--- src/rtl/branch_target_pc_sequencer_if.sv ---
// branch_target_pc_sequencer_if: fetch-side bus between execute, the branch destination register and fetch.
interface branch_target_pc_sequencer_if #(
    parameter int unsigned AddrBits = 32
);
    logic                ce;
    logic                tick;
    logic                branch_taken;
    logic [AddrBits-1:0] branch_target_q;
    logic                branch_target_cs;
    logic                halt;
    logic                fetch_ready;
    logic [AddrBits-1:0] pc;
    logic                pc_valid;
    logic                flush;
    logic                redirected;

    modport master (
        output ce, tick, branch_taken, branch_target_q, halt, fetch_ready,
        input  branch_target_cs, pc, pc_valid, flush, redirected
    );

    modport slave (
        input  ce, tick, branch_taken, branch_target_q, halt, fetch_ready,
        output branch_target_cs, pc, pc_valid, flush, redirected
    );
endinterface

--- src/rtl/branch_target_pc_sequencer.sv ---
// branch_target_pc_sequencer: owns the fetch PC, loads taken-branch targets and flushes fetch afterwards.
module branch_target_pc_sequencer #(
    parameter int unsigned         AddrBits    = 32,
    parameter int unsigned         PcIncrement = 4,
    parameter logic [AddrBits-1:0] ResetVector = '0,
    parameter int unsigned         FlushCycles = 2
) (
    input logic                         clk_i,
    input logic                         rst_ni,
    branch_target_pc_sequencer_if.slave bus
);
    localparam int unsigned CntBits = (FlushCycles > 1) ? $clog2(FlushCycles) : 1;
    localparam logic [CntBits-1:0] CntInit = CntBits'(FlushCycles - 1);

    typedef enum logic [1:0] {BOOT, RUN, FLUSH, HALTED} state_e;

    state_e              state_q, state_d;
    logic [AddrBits-1:0] pc_q, pc_d;
    logic                pc_valid_q, pc_valid_d;
    logic                flush_q, flush_d;
    logic                redirected_q, redirected_d;
    logic [CntBits-1:0]  cnt_q, cnt_d;
    logic                step;
    logic                take;

    assign step = bus.ce & bus.tick;
    // The register drives Q only in the cycle the target is consumed; reset forces it off.
    assign take = (state_q == RUN) & bus.branch_taken & step;
    assign bus.branch_target_cs = ~(take & rst_ni);

    assign bus.pc         = pc_q;
    assign bus.pc_valid   = pc_valid_q;
    assign bus.flush      = flush_q;
    assign bus.redirected = redirected_q;

    always_ff @(posedge clk_i or negedge rst_ni) begin
        if (!rst_ni) begin
            state_q      <= BOOT;
            pc_q         <= ResetVector;
            pc_valid_q   <= 1'b0;
            flush_q      <= 1'b0;
            redirected_q <= 1'b0;
            cnt_q        <= '0;
        end else begin
            state_q      <= state_d;
            pc_q         <= pc_d;
            pc_valid_q   <= pc_valid_d;
            flush_q      <= flush_d;
            redirected_q <= redirected_d;
            cnt_q        <= cnt_d;
        end
    end

    always_comb begin
        state_d      = state_q;
        pc_d         = pc_q;
        pc_valid_d   = pc_valid_q;
        flush_d      = flush_q;
        cnt_d        = cnt_q;
        redirected_d = 1'b0;
        if (step) begin
            case (state_q)
                BOOT: begin
                    state_d    = RUN;
                    pc_valid_d = 1'b1;
                end
                RUN: begin
                    if (bus.branch_taken) begin
                        pc_d         = bus.branch_target_q;
                        pc_valid_d   = 1'b0;
                        flush_d      = 1'b1;
                        cnt_d        = CntInit;
                        redirected_d = 1'b1;
                        state_d      = FLUSH;
                    end else if (bus.halt) begin
                        pc_valid_d = 1'b0;
                        state_d    = HALTED;
                    end else if (pc_valid_q && bus.fetch_ready) begin
                        pc_d = pc_q + AddrBits'(PcIncrement);
                    end
                end
                FLUSH: begin
                    if (cnt_q == '0) begin
                        flush_d    = 1'b0;
                        pc_valid_d = 1'b1;
                        state_d    = RUN;
                    end else begin
                        cnt_d = cnt_q - CntBits'(1);
                    end
                end
                HALTED: begin
                    if (!bus.halt) begin
                        pc_valid_d = 1'b1;
                        state_d    = RUN;
                    end
                end
                default: state_d = BOOT;
            endcase
        end
    end
endmodule

--- src/flat_wrapper.sv ---
// flat-port wrapper written by rule: the top's interface ports become plain ports
module branch_target_pc_sequencer_flat 
#(
    parameter int unsigned         AddrBits    = 32,
    parameter int unsigned         PcIncrement = 4,
    parameter logic [AddrBits-1:0] ResetVector = '0,
    parameter int unsigned         FlushCycles = 2
)
  (clk_i, rst_ni, bus_ce, bus_tick, bus_branch_taken, bus_branch_target_q, bus_halt, bus_fetch_ready, bus_branch_target_cs, bus_pc, bus_pc_valid, bus_flush, bus_redirected);
  branch_target_pc_sequencer_if #(.AddrBits(AddrBits)) bus_i ();
  input logic clk_i;
  input logic rst_ni;
  input wire logic [$bits(bus_i.ce)-1:0] bus_ce;
  input wire logic [$bits(bus_i.tick)-1:0] bus_tick;
  input wire logic [$bits(bus_i.branch_taken)-1:0] bus_branch_taken;
  input wire logic [$bits(bus_i.branch_target_q)-1:0] bus_branch_target_q;
  input wire logic [$bits(bus_i.halt)-1:0] bus_halt;
  input wire logic [$bits(bus_i.fetch_ready)-1:0] bus_fetch_ready;
  output wire logic [$bits(bus_i.branch_target_cs)-1:0] bus_branch_target_cs;
  output wire logic [$bits(bus_i.pc)-1:0] bus_pc;
  output wire logic [$bits(bus_i.pc_valid)-1:0] bus_pc_valid;
  output wire logic [$bits(bus_i.flush)-1:0] bus_flush;
  output wire logic [$bits(bus_i.redirected)-1:0] bus_redirected;
  assign bus_i.ce = bus_ce;
  assign bus_i.tick = bus_tick;
  assign bus_i.branch_taken = bus_branch_taken;
  assign bus_i.branch_target_q = bus_branch_target_q;
  assign bus_i.halt = bus_halt;
  assign bus_i.fetch_ready = bus_fetch_ready;
  assign bus_branch_target_cs = bus_i.branch_target_cs;
  assign bus_pc = bus_i.pc;
  assign bus_pc_valid = bus_i.pc_valid;
  assign bus_flush = bus_i.flush;
  assign bus_redirected = bus_i.redirected;
  branch_target_pc_sequencer #(.AddrBits(AddrBits), .PcIncrement(PcIncrement), .ResetVector(ResetVector), .FlushCycles(FlushCycles)) u_core (.clk_i(clk_i), .rst_ni(rst_ni), .bus(bus_i));
endmodule
--- config.mk ---
export PLATFORM = sky130hd
export DESIGN_NAME = branch_target_pc_sequencer_flat
export DESIGN_NICKNAME = d
export VERILOG_FILES = /design/src/rtl/branch_target_pc_sequencer_if.sv /design/src/rtl/branch_target_pc_sequencer.sv /design/src/flat_wrapper.sv
export SDC_FILE = /design/constraint.sdc
export NUM_CORES = 1
export LEC_CHECK = 0
export BUFFER_PORTS_ARGS = -buffer_cell sky130_fd_sc_hd__clkbuf_2
export CORE_MARGIN = 3
export CORE_UTILIZATION = 52
export DETAILED_ROUTE_END_ITERATION = 7
export GPL_TIMING_DRIVEN = 1
export PLACE_DENSITY = 0.81
export SYNTH_ARGS = -nofsm -noshare
export SYNTH_HDL_FRONTEND = slang
export SYNTH_SLANG_ARGS = --single-unit
--- constraint.sdc ---
create_clock -name clk_i -period 3.2 [get_ports clk_i]
set_clock_uncertainty 0.15 [all_clocks]
set_input_delay 0.48 -clock clk_i [delete_from_list [all_inputs] [get_ports clk_i]]
set_output_delay 0.48 -clock clk_i [all_outputs]
set_load 0.01 [all_outputs]
==> summary.md <==
| Metric | Value |
|---|---|
| Max frequency | `approximately 0.43 GHz` |
| Worst Path Buf+Inv | `2` |
| DIE HEIGHT | `73.31 um` |
| Critical path depth in cells | `5` |
| M2 GR Usage | `43.20%` |
| Met3 Usage GRT | `approximately 4.7%` |
| Port Buf Inserts | `between 70 and 80` |
| Min Clock Period, post-route | `2.320 ns` |
| Crit end category | `output pin` |
| Data required, critical path | `2.57 ns` |
| Ranking of synthesized cells by area | `dfrtp_1, a21oi_1, o21ai_0` |
| Async set or reset register ratio after synthesis | `100.0%` |
| Worst Path Max Fanout | `12` |
| Ys flop type | `dfrtp_1` |
| Fillers | `345` |
| Area grow syn2layout | `23.84%` |
| Drt drc | `0` |
| Syn_nets | `314` |
| # IOs | `75` |
| Cells after synthesis | `274` |
| DRT antenna net count | `0` |
| Leak Pwr | `1.325 nW` |
| First-pass GRT wire length | `11,010 um` |
| CP cell instances | `and4b_1, nand2_1, inv_1, nand2_1, clkbuf_2` |
| Top cell type by total area after synthesis | `dfrtp_1` |
| Pin count of the biggest net entering global routing | `39` |
| Worst min path class | `primary input to asynchronous set/reset pin` |
| Post-synth top area share | `40.36%` |
| Final setup vio count | `0` |
| Seq cells post-synth | `38` |
| FP Rows | `23` |
| Run status | `complete, no violations` |
| Hold-fix buffers, CTS | `0` |
| Initial antenna violation count | `0` |
| Worst EP arrival | `1.69 ns` |
| Mapped Area | `approximately 0.0024 mm2` |
| Gr busiest metal | `met2` |
| Buffer count from post-CTS setup fixing | `0` |
| Clk_lat worst skew | `0.30 ns` |
| Nets | `388` |
| Total CTS buffers | `5` |
| Root buf cell | `clkbuf_8` |
| Met1 Use GR | `36.06%` |
| Final period util | `72.51%` |
| RSZ-0062 raised after global routing | `no` |
| First-pass iteration count of the detailed router | `5` |
| Min Hold Slack | `0.1063 ns` |
| Slowest stage delay, CP | `0.44 ns` |
| Resize count post-CTS | `0` |
| TNS Setup | `0 ns` |
| Antenna cells | `0` |
| Via density per instance | `between 6 and 7` |
| Remaining Overflow, GRT | `0` |
| Most used cell, CP | `nand2_1` |
| Final Hold Viols | `0` |
| Reg clk slew, reported paths | `0.08 ns` |
| Mean routed wirelength per cell | `around 17 um` |
| Overall Global Routing Usage | `26.19%` |
| H-tree level count | `2` |
| Sequential-to-total area share from yosys stat | `approximately two fifths` |
| Final Slew Violations | `0` |
| Pwr Density | `774.0 mW/mm2` |
| CP top delay family | `buffers and inverters` |
| Layout cells sized above 1 | `28.94%` |
| Post-layout util | `around 70%` |
| Detailed Place HPWL | `4767 um` |
| Core Area | `between 0.004 and 0.005 mm2` |
| CTS tree | `yes` |
| Max Buffers Root-to-Sink | `2` |
| Critical path class | `flop to output pin` |
| Max-cap viol count | `0` |
| Rel. slew slack | `about 47%` |
| Worst path slowest cell | `dfrtp_1` |
| Starting Density | `a little under three fifths` |
| Count of different cell masters after synthesis | `53` |
| WL final | `6704 um` |
| Worst reg2reg path depth | `6` |
| Worst Tran Pin Value | `between 0.7 and 0.8 ns` |
| Yosys warnings | `0` |
| DR vias | `2,529` |
| Die area | `0.005374 mm2` |
| Vias in the first global route | `2,346` |
| DIE WIDTH | `73.31 um` |
| GPL Wtd Cong | `~0.90` |
| Max rail drop VDD | `roughly 0.00044 V` |
| Post-synth EDFFs | `0` |
| DR iter-0 viols | `~240` |
| Critical Path Start Type | `flop` |
| Num Clock Sinks | `38` |
| Syn avg cell area | `about 8.6 um2` |
==> worst paths after layout <==
path	from	endpoint	slack (ns)
min	rst_ni	u_core.bus.pc[20]	0.11
max	u_core.state_q[1]	bus_branch_target_cs	0.88
max in group asynchronous	rst_ni	u_core.bus.pc[11]	2.42
max reg2reg	u_core.bus.pc[2]	u_core.bus.pc[30]	0.89
min reg2reg	u_core.bus.pc[0]	u_core.bus.pc[0]	0.33
min in group clk_i	bus_branch_target_q[1]	u_core.bus.pc[1]	0.22
==> sequential cells by signal, summed over array words and instances (netlist names) <==
name / flops
u_core.state_q: 2
u_core.bus.pc: 32
u_core.bus.flush: 1
u_core.bus.pc_valid: 1
u_core.bus.redirected: 1
u_core.cnt_q: 1
==> placed cells by master (no fill, tap or decap), types with 5 or more instances in the layout <==
| cell | count |
|---|---|
| clkbuf_2 | 74 |
| dfrtp_1 | 38 |
| nand2_1 | 30 |
| a21oi_1 | 28 |
| o21ai_0 | 24 |
| nor2_1 | 17 |
| nand3_1 | 12 |
| nand4_1 | 12 |
| nor3_1 | 9 |
| inv_1 | 8 |
| and4_1 | 7 |
| o22ai_1 | 7 |
| buf_4 | 7 |
| nor4_1 | 6 |
| clkbuf_8 | 6 |
| mux2i_1 | 5 |
==> cell families after synthesis <==
| logic type | count (synthesis) | synth area share (%) |
|---|---|---|
| fa+ha+maj | 1 | 0.5310 |
| buf+inv | 23 | 4.248 |
| mux | 5 | 2.124 |
| compound gates | 91 | 24.59 |
| flops | 38 | 40.36 |
| simple gates | 116 | 28.15 |
==> where the power goes <==
part / leakage [nW] / internal [mW] / total [mW] / switching (mW)
clock: 0.0714 / 0.333 / 0.517 / 0.185
sequential: 0.438 / 0.666 / 0.933 / 0.268
combinational: 0.816 / 0.345 / 0.808 / 0.463
total: 1.33 / 1.34 / 2.26 / 0.915
==> per-stage QoR <==
step,cells,worst slack (ns),total power [mW],area [um2]
global placement,391,0.9331,1.715,2775
finish,399,0.8796,2.258,2918
detailed placement,391,0.9167,1.739,2775
floorplan,274,1.096,1.378,2356
CTS,399,0.8806,2.259,2918
global route,399,0.7513,2.409,2918
==> Yosys cell counts, drive strengths merged (2+ instances only) <==
| cell type | number |
|---|---|
| and4 | 7 |
| a22oi | 2 |
| a21oi | 28 |
| and2 | 2 |
| a211o | 2 |
| inv | 8 |
| buf | 8 |
| or4 | 2 |
| nand4 | 12 |
| or3 | 5 |
| nor4 | 8 |
| dfrtp | 38 |
| a311oi | 4 |
| a31oi | 3 |
| and3 | 4 |
| o22ai | 7 |
| nor2 | 17 |
| o21ai | 25 |
| nor3 | 10 |
| nand2 | 30 |
| o211a | 2 |
| a2bb2oi | 4 |
| a211oi | 3 |
| mux2i | 5 |
| clkbuf | 6 |
| nand3 | 13 |
==> layer usage <==
layer | vias up | share of wire (%)
met4 | 0 | 0.88
met2 | 139 | 47
met1 | 1183 | 43
li1 | 1198 | -
met5 | - | 0
met3 | 9 | 8.9
==> cell type report <==
| type | instances | area (um2) | share of cell area [%] |
|---|---|---|---|
| timing repair buffer | 81 | 422.9 | 14.49 |
| inverter | 9 | 33.78 | 1.158 |
| tap | 50 | 62.56 | 2.144 |
| sequential | 38 | 950.9 | 32.59 |
| clock inverter | 2 | 60.06 | 2.058 |
| multi-input combinational | 213 | 1305 | 44.73 |
| clock buffer | 6 | 82.58 | 2.830 |
No activity file was read; power rests on OpenSTA's default activity.
